<file path="config.mk">
export PLATFORM = sky130hd
export DESIGN_NAME = bldc_motor_supervisor
export DESIGN_NICKNAME = d
export VERILOG_FILES = /design/src/rtl/bldc_pkg.sv /design/src/rtl/bldc_sample_timer.sv /design/src/rtl/bldc_motor_supervisor.sv
export SDC_FILE = /design/constraint.sdc
export NUM_CORES = 1
export LEC_CHECK = 0
export BUFFER_PORTS_ARGS = -buffer_cell sky130_fd_sc_hd__buf_2
export CAP_MARGIN = 10
export CORE_AREA = 4 4 105 107
export DETAILED_ROUTE_END_ITERATION = 16
export DIE_AREA = 0 0 109 111
export HOLD_SLACK_MARGIN = 0.12
export PLACE_DENSITY = 0.77
export SLEW_MARGIN = 10
export SYNTH_ARGS = -nofsm -noshare
export SYNTH_HDL_FRONTEND = slang
export SYNTH_SLANG_ARGS = --single-unit
</file>
<file path="constraint.sdc">
create_clock -name clk -period 8.1 [get_ports clk]
set_clock_uncertainty 0.2 [all_clocks]
set_input_delay 1.215 -clock clk [delete_from_list [all_inputs] [get_ports clk]]
set_output_delay 1.215 -clock clk [all_outputs]
set_load 0.005 [all_outputs]
</file>
<file path="src/rtl/bldc_pkg.sv">
// Shared definitions for the BLDC motor supervisor: state encodings,
// clock-derived default periods and a counter sizing helper.
package bldc_pkg;

   typedef enum logic [2:0] {
      ST_IDLE    = 3'd0,
      ST_RAMP    = 3'd1,
      ST_RUN     = 3'd2,
      ST_BACKOFF = 3'd3,
      ST_LOCKOUT = 3'd4
   } state_e;

   localparam int unsigned CLK_FREQ_HZ              = 18_432_000;
   localparam int unsigned SAMPLE_RATE_HZ           = 1_000;
   localparam int unsigned BACKOFF_RATE_HZ          = 100;
   localparam int unsigned DEF_SAMPLE_PERIOD_CYCLES = CLK_FREQ_HZ / SAMPLE_RATE_HZ;
   localparam int unsigned DEF_RETRY_BACKOFF_CYCLES = CLK_FREQ_HZ / BACKOFF_RATE_HZ;

   // Bits needed for a counter that runs 0..n-1, never narrower than one bit
   function automatic int unsigned counter_width(input int unsigned n);
      return (n < 2) ? 1 : $clog2(n);
   endfunction

endpackage

</file>
<file path="src/rtl/bldc_sample_timer.sv">
// Free-running sample timer: captures the live encoder and hall counts on
// the terminal count and pulses the counter clears / snapshot strobe in the
// following cycle.
module bldc_sample_timer
   import bldc_pkg::*;
#(
   parameter int unsigned SAMPLE_PERIOD_CYCLES = DEF_SAMPLE_PERIOD_CYCLES,
   parameter int unsigned ENCODER_COUNT_WIDTH  = 15,
   parameter int unsigned HALL_COUNT_WIDTH     = 7
) (
   input  logic                           clk,
   input  logic                           reset_n,
   input  logic [ENCODER_COUNT_WIDTH-1:0] enc_count,
   input  logic [HALL_COUNT_WIDTH-1:0]    hall_count,
   output logic [ENCODER_COUNT_WIDTH-1:0] snap_enc,
   output logic [HALL_COUNT_WIDTH-1:0]    snap_hall,
   output logic                           snap_valid,
   output logic                           reset_enc_count,
   output logic                           reset_hall_count
);

   localparam int unsigned    CNT_W    = counter_width(SAMPLE_PERIOD_CYCLES);
   localparam logic [CNT_W-1:0] CNT_LAST = CNT_W'(SAMPLE_PERIOD_CYCLES - 1);

   logic [CNT_W-1:0]               cnt_q, cnt_d;
   logic [ENCODER_COUNT_WIDTH-1:0] snap_enc_q, snap_enc_d;
   logic [HALL_COUNT_WIDTH-1:0]    snap_hall_q, snap_hall_d;
   logic                           pulse_q, pulse_d;
   logic                           terminal;

   // Next-state: wrap the counter, capture on terminal count, strobe one cycle later
   always_comb begin
      terminal    = (cnt_q == CNT_LAST);
      cnt_d       = terminal ? '0 : cnt_q + 1'b1;
      snap_enc_d  = snap_enc_q;
      snap_hall_d = snap_hall_q;
      pulse_d     = terminal;
      if (terminal) begin
         snap_enc_d  = enc_count;
         snap_hall_d = hall_count;
      end
   end

   // Sample timer and snapshot registers
   always_ff @(posedge clk or negedge reset_n) begin
      if (!reset_n) begin
         cnt_q       <= '0;
         snap_enc_q  <= '0;
         snap_hall_q <= '0;
         pulse_q     <= 1'b0;
      end else begin
         cnt_q       <= cnt_d;
         snap_enc_q  <= snap_enc_d;
         snap_hall_q <= snap_hall_d;
         pulse_q     <= pulse_d;
      end
   end

   assign snap_enc         = snap_enc_q;
   assign snap_hall        = snap_hall_q;
   assign snap_valid       = pulse_q;
   assign reset_enc_count  = pulse_q;
   assign reset_hall_count = pulse_q;

endmodule

</file>
<file path="src/rtl/bldc_motor_supervisor.sv">
// Per-motor sequencer: ramps duty toward the commanded target, debounces
// loss of connection, retries with backoff and latches a lockout after
// repeated faults. Periodic count snapshots come from bldc_sample_timer.
module bldc_motor_supervisor
   import bldc_pkg::*;
#(
   parameter int unsigned                  DUTY_CYCLE_WIDTH     = 9,
   parameter logic [DUTY_CYCLE_WIDTH-1:0]  MAX_DUTY_CYCLE       = 'h1FF,
   parameter int unsigned                  ENCODER_COUNT_WIDTH  = 15,
   parameter int unsigned                  HALL_COUNT_WIDTH     = 7,
   parameter int unsigned                  RAMP_STEP            = 8,
   parameter int unsigned                  RAMP_TICK_CYCLES     = 1024,
   parameter int unsigned                  SAMPLE_PERIOD_CYCLES = DEF_SAMPLE_PERIOD_CYCLES,
   parameter int unsigned                  DISCONNECT_DEBOUNCE  = 16,
   parameter int unsigned                  RETRY_BACKOFF_CYCLES = DEF_RETRY_BACKOFF_CYCLES,
   parameter int unsigned                  MAX_RETRIES          = 3
) (
   input  logic                           clk,
   input  logic                           reset_n,
   input  logic                           cmd_en,
   input  logic                           cmd_valid,
   output logic                           cmd_ready,
   input  logic [DUTY_CYCLE_WIDTH-1:0]    cmd_duty,
   input  logic                           clear_fault,
   input  logic                           connected,
   input  logic [ENCODER_COUNT_WIDTH-1:0] enc_count,
   input  logic [HALL_COUNT_WIDTH-1:0]    hall_count,
   output logic                           motor_en,
   output logic [DUTY_CYCLE_WIDTH-1:0]    motor_duty,
   output logic                           reset_enc_count,
   output logic                           reset_hall_count,
   output logic [ENCODER_COUNT_WIDTH-1:0] snap_enc,
   output logic [HALL_COUNT_WIDTH-1:0]    snap_hall,
   output logic                           snap_valid,
   output logic [2:0]                     state,
   output logic                           fault_latched
);

   localparam int unsigned DW      = DUTY_CYCLE_WIDTH;
   localparam int unsigned DWX     = DUTY_CYCLE_WIDTH + 1;
   localparam int unsigned TICK_W  = counter_width(RAMP_TICK_CYCLES);
   localparam int unsigned DEB_W   = counter_width(DISCONNECT_DEBOUNCE + 1);
   localparam int unsigned BO_W    = counter_width(RETRY_BACKOFF_CYCLES);
   localparam int unsigned RETRY_W = counter_width(MAX_RETRIES + 1);

   localparam logic [DWX-1:0]     STEP_EXT    = DWX'(RAMP_STEP);
   localparam logic [TICK_W-1:0]  TICK_LAST   = TICK_W'(RAMP_TICK_CYCLES - 1);
   localparam logic [DEB_W-1:0]   DEB_LAST    = DEB_W'(DISCONNECT_DEBOUNCE - 1);
   localparam logic [BO_W-1:0]    BO_LAST     = BO_W'(RETRY_BACKOFF_CYCLES - 1);
   localparam logic [RETRY_W-1:0] RETRY_LIMIT = RETRY_W'(MAX_RETRIES);

   state_e             state_q, state_d;
   logic [DW-1:0]      duty_q, duty_d;
   logic [DW-1:0]      target_q, target_d;
   logic [TICK_W-1:0]  tick_q, tick_d;
   logic [DEB_W-1:0]   deb_q, deb_d;
   logic [BO_W-1:0]    bo_q, bo_d;
   logic [RETRY_W-1:0] retry_q, retry_d;
   logic               motor_en_q, motor_en_d;
   logic               fault_q, fault_d;

   logic               accept;
   logic [DW-1:0]      clamped_duty;
   logic [DWX-1:0]     ramp_sum;
   logic               tick_done;
   logic               deb_hit;

   // Handshake, clamp, ramp sum and debounce expiry shared by the FSM
   always_comb begin
      cmd_ready    = (state_q != ST_LOCKOUT);
      accept       = cmd_valid && cmd_ready;
      clamped_duty = (cmd_duty > MAX_DUTY_CYCLE) ? MAX_DUTY_CYCLE : cmd_duty;
      ramp_sum     = {1'b0, duty_q} + STEP_EXT;
      tick_done    = (tick_q == TICK_LAST);
      deb_hit      = motor_en_q && !connected && (deb_q == DEB_LAST);
   end

   // Sequencer next-state: target capture, debounce, ramp, backoff and lockout
   always_comb begin
      state_d  = state_q;
      duty_d   = duty_q;
      target_d = target_q;
      tick_d   = tick_q;
      bo_d     = bo_q;
      retry_d  = retry_q;

      if (accept) begin
         target_d = clamped_duty;
      end

      if (connected || !motor_en_q) begin
         deb_d = '0;
      end else begin
         deb_d = deb_q + 1'b1;
      end

      case (state_q)
         ST_IDLE: begin
            duty_d  = '0;
            retry_d = '0;
            tick_d  = '0;
            bo_d    = '0;
            if (cmd_en && connected) begin
               state_d = ST_RAMP;
            end
         end
         ST_RAMP: begin
            if (!cmd_en) begin
               state_d = ST_IDLE;
               duty_d  = '0;
            end else if (deb_hit) begin
               state_d = ST_BACKOFF;
               duty_d  = '0;
               bo_d    = '0;
               retry_d = retry_q + 1'b1;
            end else if (duty_q >= target_q) begin
               duty_d  = target_q;
               state_d = ST_RUN;
            end else if (tick_done) begin
               tick_d = '0;
               if (ramp_sum >= {1'b0, target_q}) begin
                  duty_d  = target_q;
                  state_d = ST_RUN;
               end else begin
                  duty_d = ramp_sum[DW-1:0];
               end
            end else begin
               tick_d = tick_q + 1'b1;
            end
         end
         ST_RUN: begin
            if (!cmd_en) begin
               state_d = ST_IDLE;
               duty_d  = '0;
            end else if (deb_hit) begin
               state_d = ST_BACKOFF;
               duty_d  = '0;
               bo_d    = '0;
               retry_d = retry_q + 1'b1;
            end else if (target_q > duty_q) begin
               state_d = ST_RAMP;
               tick_d  = '0;
            end else begin
               duty_d = target_q;
            end
         end
         ST_BACKOFF: begin
            duty_d = '0;
            if (!cmd_en) begin
               state_d = ST_IDLE;
            end else if (bo_q == BO_LAST) begin
               bo_d = '0;
               if (retry_q >= RETRY_LIMIT) begin
                  state_d = ST_LOCKOUT;
               end else if (connected) begin
                  state_d = ST_RAMP;
                  tick_d  = '0;
               end else begin
                  state_d = ST_IDLE;
               end
            end else begin
               bo_d = bo_q + 1'b1;
            end
         end
         ST_LOCKOUT: begin
            duty_d = '0;
            if (clear_fault) begin
               state_d = ST_IDLE;
            end
         end
         default: begin
            state_d = ST_IDLE;
            duty_d  = '0;
         end
      endcase

      motor_en_d = (state_d == ST_RAMP) || (state_d == ST_RUN);
      fault_d    = (state_d == ST_LOCKOUT);
   end

   // Sequencer registers; reset drops motor_en without waiting for a clock
   always_ff @(posedge clk or negedge reset_n) begin
      if (!reset_n) begin
         state_q    <= ST_IDLE;
         duty_q     <= '0;
         target_q   <= '0;
         tick_q     <= '0;
         deb_q      <= '0;
         bo_q       <= '0;
         retry_q    <= '0;
         motor_en_q <= 1'b0;
         fault_q    <= 1'b0;
      end else begin
         state_q    <= state_d;
         duty_q     <= duty_d;
         target_q   <= target_d;
         tick_q     <= tick_d;
         deb_q      <= deb_d;
         bo_q       <= bo_d;
         retry_q    <= retry_d;
         motor_en_q <= motor_en_d;
         fault_q    <= fault_d;
      end
   end

   assign motor_en      = motor_en_q;
   assign motor_duty    = duty_q;
   assign state         = state_q;
   assign fault_latched = fault_q;

   bldc_sample_timer #(
      .SAMPLE_PERIOD_CYCLES (SAMPLE_PERIOD_CYCLES),
      .ENCODER_COUNT_WIDTH  (ENCODER_COUNT_WIDTH),
      .HALL_COUNT_WIDTH     (HALL_COUNT_WIDTH)
   ) u_sample_timer (
      .clk              (clk),
      .reset_n          (reset_n),
      .enc_count        (enc_count),
      .hall_count       (hall_count),
      .snap_enc         (snap_enc),
      .snap_hall        (snap_hall),
      .snap_valid       (snap_valid),
      .reset_enc_count  (reset_enc_count),
      .reset_hall_count (reset_hall_count)
   );

endmodule

</file>
==> impl_metrics.toml <==
[floorplanning]
core_area_um2 = 10100
num_io_pins = 77
die_h_um = 111
die_area_um2 = 12100
dieWidth_um = 109
rows = 37
start_util_pct = 49.7

[clock_tree]
cts-root-buf = "clkbuf_8"
cts_buffer_depth = 2
clk_pin_slew_ns = 0.11
hold_buffers = 0
htreeDepth = 3
cts_tree = "built"
postCtsSetupRepairBufs = 0
insertion_delay_ns = 0.37
clock-sinks = 96
cts_resized = 0
cts_buffers = 9

[detailed_routing]
ant_nets = 0
route.detailed.drc = 0
firstDrtPassIters = 4
drt_iter0_drc = 167
routed_wl_um = 10500
vias_per_cell = 5.39
vias = 4078
routedWlPerCell_um = 13.8

[setup_path]
cp_max_fo = 7
cp.arrival_ns = 3.43
worst_ep_required_time_ns = 8.21
critPathCaptureType = "flip-flop"
start_kind = "flip-flop"
worstSetupPathType = "flip-flop to flip-flop"

[logic_synthesis]
synth-warning-count = 0
synth_seq_area_share_pct = 47.7
ys_ff_latch = 96
synth-edff-count = 0
async_flop_share_pct = 100
syn_avg_cell_area_um2 = 9.26
synth_most_common_cell = "nand2_1"
yosys.area.top_type = "dfrtp_1"
synthesis.area_um2 = 5040
synth.top_cell.area_share_pct = 47.7
syn-instance-count = 544
netlist_top_cells_count = "nand2_1, dfrtp_1, nor2_1"
synthFlopType = "dfrtp_1"
synthTopCellsByArea = "dfrtp_1, nand2_1, ha_1"
synth_fp_nets = 606
synth_cell_types = 58

[pwr]
powerDensity_nw_per_um2 = 178
ir_drop_mv = 0.0893
p_leak_nw = 2.67

[timing]
hold_violations = 0
min_period_ns = 3.32
rsz0062_at_grt = "no"
drv_slew = 0
setup_tns_ns = 0
slew-limit-headroom_pct = 33.6
setup_violations = 0
finalCritPeriodShare_pct = 40.9
tightest_slew_ns = 0.995
fmax_mhz = 302
finalWorstSetupSlack_ns = 4.78
worst_hold_slack_ns = 0.263

[cells_and_area]
design_area_um2 = 5720
synthToLayoutAreaGrowth_pct = 13.5
fin_nets = 678
diodes = 0
drive_gt1_share_pct = 18.0
finalNonFillerCells = 757

[global_route]
grt_first_pass_wirelength_um = 18300
grt_use_total_pct = 18.3
grt_overflow = 0
grt_pass1_vias = 4077
grt_max_degree = 59
antenna_found_initial = 0

[flow_run]
drv_cap = 0

[worst_hold_path]
hp-class = "flip-flop to flip-flop"

[run_status]
status = "finished, final reports clean"

[placed_design]
portBuffers = 76
post_dp_cell_area_um2 = 5530
place.detailed.instances = 741
gp_congestion = 0.884
hpwl_um = 7660
place_ws_ns = 4.63
[final timing paths]
path                       cells past startpoint                         to                       from  slack (ns)
min                                            1         deb_q[0]$_DFF_PN0_         deb_q[0]$_DFF_PN0_        0.26
max reg2reg                                   10  motor_duty[4]$_DFFE_PN0P_  motor_duty[3]$_DFFE_PN0P_        4.78
max in group asynchronous                      2      tick_q[2]$_DFFE_PN0P_                    reset_n        6.02
max                                           10  motor_duty[4]$_DFFE_PN0P_  motor_duty[3]$_DFFE_PN0P_        4.78
min in group asynchronous                      1      tick_q[6]$_DFFE_PN0P_                    reset_n        0.61
min reg2reg                                    1         deb_q[0]$_DFF_PN0_         deb_q[0]$_DFF_PN0_        0.26
[worst max-delay path: stages (launching register included)]
cell and delay (ns):
dfrtp_1 0.43, ha_1 0.26, nor2b_1 0.15, or2_2 0.28, ha_1 0.29, o2111ai_1 0.10, o21ai_0 0.28, a41o_1 0.26
o21ai_0 0.14, a21oi_1 0.60, a221o_1 0.26
[stage by stage]
stage               power, W  util, %
finish               0.00102     56.4
detailed placement  0.000721     54.6
floorplan           0.000656        -
global placement    0.000713     54.6
CTS                  0.00103     56.4
global route         0.00107     56.4
[cell usage in the layout (no fill, tap or decap), types with 5 or more instances in the layout]
master	Yosys	layout
nand2_1	106	106
dfrtp_1	96	96
buf_2	2	75
nor2_1	50	50
o21ai_0	36	36
inv_1	27	27
ha_1	25	25
nand3_1	20	20
and3_1	14	14
xnor2_1	13	13
nand2b_1	13	13
a21oi_1	13	13
xor2_1	9	9
mux2_2	9	9
clkbuf_8	0	9
a21o_1	8	8
nor3_1	7	7
o31ai_1	7	7
a22o_1	5	5
[layer usage]
metal	wire length, µm	global-route usage [%]	up-vias
met4	142	5.13	0
met2	4930	30.1	97
met5	0	0	-
li1	-	-	2019
met3	632	5.13	12
met1	4760	23.5	1950
[layout make-up]
type                    instances  area [µm²]
fillers                       867        4420
multi-input cells             404        2460
flip-flops and latches         96        2400
repair buffers                 78         398
well taps                     136         170
clock buffers                   9         124
inverters                      27         101
clock inverters                 7        62.6
[power breakdown]
group          internal (W)  switching, W  leakage (nW)  total (W)
registers          0.000498     0.0000252          1.19   0.000524
logic             0.0000750      0.000114          1.39   0.000189
clock network      0.000118      0.000186        0.0927   0.000305
total              0.000692      0.000326          2.67    0.00102
[registers in the layout, indices dropped and copies added (netlist names), 2 cells and up]
signal                    count
bo_q                         18
deb_q                         5
motor_duty                    9
retry_q                       2
state                         3
target_q                      9
tick_q                       10
u_sample_timer.cnt_q         15
u_sample_timer.snap_enc      15
u_sample_timer.snap_hall      7
[logic make-up after synthesis]
| group | share of synthesized area [%] |
|---|---|
| mux | 2.41 |
| fa+ha+maj | 6.21 |
| xor+xnor | 3.82 |
| compound gates | 13.8 |
| flops | 47.7 |
| simple gates | 22.6 |
| buf+inv | 3.48 |
Note: power is estimated with default switching activity, not from simulation.
